$ cat src/rtl/serial_sub_pkg.sv
// Shared types for the bit-serial subtractor: FSM state encoding and counter sizing.
package serial_sub_pkg;

    typedef enum logic [1:0] {
        IDLE  = 2'd0,
        SHIFT = 2'd1,
        DONE  = 2'd2
    } state_t;

    // The bit counter must hold WIDTH-1; a 1-bit operand still needs a 1-bit counter.
    function automatic int cnt_w(input int w);
        return (w <= 1) ? 1 : $clog2(w);
    endfunction

endpackage

$ cat src/rtl/full_subtractor.sv
// One-bit full subtractor cell: d = a - b - bi, with borrow out bo.
// Latency: combinational. Backpressure: none, pure logic.
// Handshake: none; the cell is driven directly by the serial datapath.
module full_subtractor (
    input  logic a,
    input  logic b,
    input  logic bi,
    output logic d,
    output logic bo
);

    assign d  = a ^ b ^ bi;
    assign bo = (~a & b) | (~(a ^ b) & bi);

endmodule

$ cat src/rtl/serial_subtractor.sv
// Bit-serial WIDTH-bit subtractor (a - b - bin, LSB first). Optional signed overflow output under SERIAL_SUB_OVF_EN.
// Latency: result valid WIDTH cycles after operand accept.
// Backpressure: DONE holds the result until out_ready; in_ready only while IDLE.
module serial_subtractor
    import serial_sub_pkg::*;
#(
    parameter int WIDTH = 8
) (
    input  logic             clk,
    input  logic             rst_n,
    input  logic             in_valid,
    output logic             in_ready,
    input  logic [WIDTH-1:0] a,
    input  logic [WIDTH-1:0] b,
    input  logic             bin,
    output logic             out_valid,
    input  logic             out_ready,
    output logic [WIDTH-1:0] diff,
`ifdef SERIAL_SUB_OVF_EN
    output logic             ovf,
`endif
    output logic             bout
);

    localparam int            CW   = cnt_w(WIDTH);
    localparam logic [CW-1:0] LAST = CW'(WIDTH - 1);

    state_t           state;
    state_t           state_nxt;
    logic [WIDTH-1:0] a_sh;
    logic [WIDTH-1:0] b_sh;
    logic [WIDTH-1:0] diff_r;
    logic [WIDTH:0]   diff_ext;
    logic [CW-1:0]    cnt;
    logic             br;
    logic             bout_r;
    logic             d;
    logic             bo;
    logic             accept;
    logic             last_bit;
`ifdef SERIAL_SUB_OVF_EN
    logic             a_msb;
    logic             b_msb;
    logic             ovf_r;
`endif

    full_subtractor u_fs (
        .a  (a_sh[0]),
        .b  (b_sh[0]),
        .bi (br),
        .d  (d),
        .bo (bo)
    );

    assign accept   = in_valid && in_ready;
    assign last_bit = (state == SHIFT) && (cnt == LAST);
    // New bit enters at the MSB; the slice form also works when WIDTH is 1.
    assign diff_ext = {d, diff_r};

    always_ff @(posedge clk or negedge rst_n) begin
        if (!rst_n) begin
            state <= IDLE;
        end else begin
            state <= state_nxt;
        end
    end

    always_comb begin
        state_nxt = state;
        unique case (state)
            IDLE:    if (accept)                   state_nxt = SHIFT;
            SHIFT:   if (last_bit)                 state_nxt = DONE;
            DONE:    if (out_valid && out_ready)   state_nxt = IDLE;
            default:                               state_nxt = IDLE;
        endcase
    end

    always_comb begin
        in_ready  = (state == IDLE);
        out_valid = (state == DONE);
    end

    always_ff @(posedge clk or negedge rst_n) begin
        if (!rst_n) begin
            a_sh   <= '0;
            b_sh   <= '0;
            diff_r <= '0;
            cnt    <= '0;
            br     <= 1'b0;
            bout_r <= 1'b0;
`ifdef SERIAL_SUB_OVF_EN
            a_msb  <= 1'b0;
            b_msb  <= 1'b0;
            ovf_r  <= 1'b0;
`endif
        end else if (accept) begin
            a_sh   <= a;
            b_sh   <= b;
            br     <= bin;
            cnt    <= '0;
            diff_r <= '0;
`ifdef SERIAL_SUB_OVF_EN
            a_msb  <= a[WIDTH-1];
            b_msb  <= b[WIDTH-1];
`endif
        end else if (state == SHIFT) begin
            diff_r <= diff_ext[WIDTH:1];
            a_sh   <= a_sh >> 1;
            b_sh   <= b_sh >> 1;
            br     <= bo;
            cnt    <= cnt + CW'(1);
            if (last_bit) begin
                bout_r <= bo;
`ifdef SERIAL_SUB_OVF_EN
                // d here is the final result MSB, borrow chain already folded in.
                ovf_r  <= (a_msb ^ b_msb) & (a_msb ^ d);
`endif
            end
        end
    end

    assign diff = diff_r;
    assign bout = bout_r;
`ifdef SERIAL_SUB_OVF_EN
    assign ovf  = ovf_r;
`endif

endmodule

$ cat config.mk
export PLATFORM = sky130hd
export DESIGN_NAME = serial_subtractor
export DESIGN_NICKNAME = d
export VERILOG_FILES = /design/src/rtl/serial_sub_pkg.sv /design/src/rtl/full_subtractor.sv /design/src/rtl/serial_subtractor.sv
export SDC_FILE = /design/constraint.sdc
export NUM_CORES = 1
export LEC_CHECK = 0
export ABC_AREA = 0
export CORE_MARGIN = 1.5
export CORE_UTILIZATION = 49
export DETAILED_ROUTE_END_ITERATION = 10
export GPL_ROUTABILITY_DRIVEN = 0
export PLACE_DENSITY = 0.85
export SLEW_MARGIN = 20
export SYNTH_ARGS = -nofsm -noshare
export SYNTH_HDL_FRONTEND = slang
export SYNTH_SLANG_ARGS = --single-unit
$ cat constraint.sdc
create_clock -name clk -period 1.8 [get_ports clk]
set_clock_uncertainty 0.15 [all_clocks]
set_input_delay 0.36 -clock clk [delete_from_list [all_inputs] [get_ports clk]]
set_output_delay 0.36 -clock clk [all_outputs]
set_load 0.03 [all_outputs]
After elaboration in Yosys (flattened, before gate mapping)
Cells that the tools add are included.
{"block": "totals", "reg_bits": 31, "in_bits": 21, "output_inout_bits": 11, "elab_cells": 43}
{"block": "classes", "n_addsub": 1, "n_eq_ne": 6, "n_mux": 14, "bitwise": 8, "n_reduce_logical": 7}
{"cell": "$mux W8", "count": 6}
{"cell": "$mux W2", "count": 3}
{"cell": "$mux W3", "count": 2}
{"cell": "$pmux W2 S3", "count": 1}
{"cell": "$reduce_and A3 Y1", "count": 2}
{"cell": "$ne A2 B1 Y1 const B", "count": 2}
{"cell": "$add A3 B1 Y3 const B", "count": 1}
{"cell": "$eq A3 B3 Y1 const B", "count": 1}
{"cell": "$logic_and A1 B1 Y1", "count": 3}
{"cell": "$not A1 Y1", "count": 3}
{"cell": "$and A1 B1 Y1", "count": 2}
{"cell": "$eq A2 B1 Y1 const B", "count": 1}
{"cell": "$eq A2 B2 Y1 const B", "count": 1}
{"cell": "$logic_not A2 Y1", "count": 1}
{"cell": "$mux W1", "count": 2}
{"cell": "$ne A2 B2 Y1 const B", "count": 1}
{"cell": "$reduce_bool A2 Y1", "count": 1}
{"cell": "$xor A1 B1 Y1", "count": 2}
{"cell": "$or A1 B1 Y1", "count": 1}

Depth between registers and ports, before layout
{"block": "logic_depth", "word_depth": 6, "depth_mapped": 5, "mapped_depth_nobuf": 4}

By module
A second synthesis with hierarchy kept.
{"block": "hier_totals", "cells_unflattened": 133, "hier_area_um2": 1426.4}
{"mod": "serial_subtractor", "instances": 1, "cells_per_inst": 129, "area_per_inst_um2": 1395.1, "seq_area_each_um2": 775.7}
{"mod": "full_subtractor", "instances": 1, "cells_per_inst": 4, "area_per_inst_um2": 31.3, "seq_area_each_um2": 0.0}

Least setup slack after synthesis
Ideal clock, no wire load.
{"block": "synth_timing", "path_type": "reg-to-reg", "from": "register state[1]", "to": "register b_sh[5]", "setup_time_ns": 0.123, "t_arrival_ns": 1.353, "t_required_ns": 1.527, "path_slack_ns": 0.174, "stages_incl_launch_ff": 6, "path_buffers": 2, "synth_period_minus_slack_ns": 1.626, "path_cell_list": "dfrtp_1 buf_4 buf_4 nor2_1 nand3b_1 o221a_2"}
{"block": "synth_via", "elab_chain_len": 3, "elab_cells_between_ends": 5, "cone_classes": "eq/ne: 1; mux: 1; reduce/logical: 3"}
{"item": "start: declaration", "line": "serial_subtractor.sv:28", "source": "state_t state;"}
{"item": "start signal: assignment", "line": "serial_subtractor.sv:64", "source": "state <= state_nxt;"}
{"item": "$logic_not A2 Y1 *", "line": "serial_subtractor.sv:79", "source": "in_ready = (state == IDLE);"}
{"item": "via in_ready", "line": "serial_subtractor.sv:12", "source": "output logic in_ready,"}
{"item": "$logic_and A1 B1 Y1 *", "line": "serial_subtractor.sv:55", "source": "assign accept = in_valid && in_ready;"}
{"item": "$mux W8 or $reduce_bool A2 Y1 (tied branches)"}
{"item": "end signal: assignment", "line": "serial_subtractor.sv:109", "source": "b_sh <= b_sh >> 1;"}
{"item": "end: declaration", "line": "serial_subtractor.sv:31", "source": "logic [WIDTH-1:0] b_sh;"}
Mark *: on every way through the listed nets, which the timed path passes. The rest lies on a longest branch.
A chain may end at the register's enable or synchronous reset.

Worst setup path after layout
{"block": "layout_timing", "from": "register state[1]", "to": "output port out_valid"}
{"block": "layout_via", "elab_chain_len": 1}
{"item": "$eq A2 B2 Y1", "line": "serial_subtractor.sv:80", "source": "out_valid = (state == DONE);"}
{"item": "end: declaration", "line": "serial_subtractor.sv:16", "source": "output logic out_valid,"}
No other way between the ends.

==> summary.txt <==
Logic synthesis
  – Yosys reg bits: 31
  – Synthesized area: 1430 sq um
  – Syn_area_per_cell: 10.6 sq um
  – Synthesized instance count: 135
  – Post-Syn Nets: 159
  – Synthesis Warnings: 0
  – Sequential fraction of the synthesis area: 54.3%
  – Synth unique cells: 26

Outcome
  – Status: finished clean

Die
  – Core Footprint: 2760 sq um
  – Io pins: 32
  – Die X-Extent: 57 microns
  – Die Y: 57 microns
  – Initial Util: 51.8%
  – Die ar.: 3250 sq um
  – Num rows: 19

Final layout
  – Final Util: 67.6%
  – Share of cells above drive strength 1: 13.5%
  – Final #Nets: 193
  – N_diodes: 0
  – Area delta synth->final: 30.4%

Detailed routing
  – Total Wirelength: 3210 microns
  – WL/cell: 15.9 microns
  – DRC Markers: 0
  – Via/cell ratio: 5.91
  – Iter 0 DRT Violations: 48
  – Post-route ant nets: 0
  – Drt first pass iters: 4
  – Via Count: 1187

Pwr
  – Total power: 3.19 mW
  – Pwr Density: 1710 nW/um^2
  – Pleak: 0.865 nW
  – Maximum VDD drop: 0.00120 V

Global routing
  – First-pass GRT wire length: 5280 microns
  – Number of global-route vias before repair: 1172
  – Grt ovf: 0
  – Tot GR Track Use: 21.1%
  – Initial antenna violation count: 0
  – Largest net degree at the start of global routing: 37

Timing
  – Finish-stage setup viols: 0
  – Fmax: 579 MHz
  – Minimum clock period: 1.73 ns
  – Slew Limit Fails: 0
  – RSZ-0062 raised after global routing: false
  – Worst slew pin tran: 0.387 ns
  – Final worst setup slack: 0.0720 ns
  – Relative slew slack: 74.2%
  – Hold Fails Final Rpt: 0
  – Final period utilization: 96.0%

Place
  – Dpl ws: -0.0241 ns
  – DP Wirelength: 2090 microns
  – IO buf count: 31

Clock tree
  – TritonCTS buffer count: 5
  – Clk pin slew, worst setup/hold paths: 0.10 ns
  – Root Buffer Master: clkbuf_4
  – Clock Latency Late Sink: 0.33 ns
  – # Post-CTS Setup Buffers: 0
  – CTS tree: done
  – Number of H-tree levels: 2
  – Number of clock sinks: 31
  – Cts-stage hold buffer count: 0
  – Clk buf depth: 2

Worst setup path
  – Setup CP Type: reg -> out
  – Endpoint class of the critical path: output pin
  – Critical Path Fanout Max: 18
  – Required @ worst endpoint: 1.29 ns
  – CP Launch Type: flip-flop
  – Arrival time worst endpoint: 1.22 ns

Flow run
  – Max Cap Viol: 0

Hold path
  – Worst Hold Class: in -> async
==> cell usage after synthesis <==
cell	n	area, sq um
ha_1	2	25.0
buf_4	4	30.0
a22o_1	9	78.8
o21ba_4	1	16.3
fa_1	1	20.0
mux2_2	1	11.3
dfrtp_1	31	776
nand2_1	8	30.0
o221a_2	1	11.3
a32o_1	1	10.0
a21oi_1	1	5.00
nand2b_1	5	31.3
nor3_2	1	10.0
nor2b_4	1	13.8
a211oi_1	1	7.51
nand3b_1	1	7.51
nor2b_1	1	6.26
o21bai_1	1	7.51
o21ai_0	8	40.0
nor2_1	12	45.0
buf_6	1	11.3
a221o_1	3	30.0
nand2b_4	1	13.8
inv_1	3	11.3
nor3_1	31	155
buf_2	5	25.0
==> cell usage in the layout (no fill, tap or decap), drive strengths merged <==
cell type and count:
a211oi 1, a21oi 1, a221o 3, a22o 9, a32o 1, buf 7, bufinv 1, clkbuf 7
clkdlybuf4s50 20, clkinv 1, dfrtp 31, dlygate4sd2 9, fa 1, ha 2, inv 3, mux2 1
nand2 8, nand2b 6, nand3b 1, nor2 12, nor2b 2, nor3 32, o21ai 8, o21ba 1
o21bai 1, o221a 1
==> critical path, stage by stage, from the launching register on <==
cell and delay [ns]:
dfrtp_2 0.46, buf_12 0.16, nand2_1 0.08, inv_1 0.05, buf_6 0.13
==> cells by family after synthesis <==
kind of cell	Yosys count	share of synthesized area, %
AOI/OAI and AO/OA	26	14.4
adders and majority gates	3	3.15
and+or+nand+nor	61	21.9
buffers and inverters	13	5.43
muxes	1	0.788
DFF	31	54.3
==> sequential cells by signal, summed over array words and instances, names as in the netlist <==
register and flops:
state 2, diff 8, br 1, bout 1, a_sh 8, cnt 3
b_sh 8
==> metal layers <==
layer	wire, microns	global-route usage [%]	vias to the layer above
met2	1610	34.2	48
met1	1360	28.0	583
li1	-	-	549
met5	0	0	-
met4	48	6.98	0
met3	191	5.22	7
==> cell type report <==
type	instances	area (sq um)
Fill cell	222	895
Sequential cell	31	777
Multi-Input combinational cell	91	576
Timing Repair Buffer	37	374
Clock buffer	6	51.3
Tap cell	31	38.8
Clock inverter	2	35.0
Inverter	3	11.3
==> power breakdown <==
part           switching [mW]  leakage (nW)  internal (mW)
sequential              0.215         0.380           1.02
combinational           0.771         0.437          0.615
clock                   0.246        0.0482          0.328
total                    1.23         0.865           1.96
==> path summary, 6_finish.rpt <==
path                             end     start  slack [ns]  cells after the start
max in group asynchronous   state[1]     rst_n        0.95                      2
hold / removal               diff[3]     rst_n        0.25                      2
setup / recovery           out_valid  state[1]        0.07                      4
setup reg to reg                bout  state[1]        0.22                      4
hold reg to reg              diff[0]   diff[0]        0.36                      1
min in group clk             diff[0]   diff[0]        0.36                      1
==> repair_timing <==
action | in CTS | in global routing
cloned | 0 | 1
endpoints found under the setup margin | 11 | 1
gates resized for setup | 13 | 7
==> through the flow <==
step | instance area [sq um] | std cells | hold WS [ns] | TNS (ns)
after floorplan | 1430 | 135 | -0.0856 | 0
after global placement | 1750 | 192 | 0.329 | 0
after detailed placement | 1750 | 192 | 0.342 | -0.0381
after CTS | 1830 | 200 | 0.270 | 0
after global routing | 1860 | 201 | 0.278 | 0
final | 1860 | 201 | 0.254 | 0
Note: power is estimated with default switching activity, not from simulation.
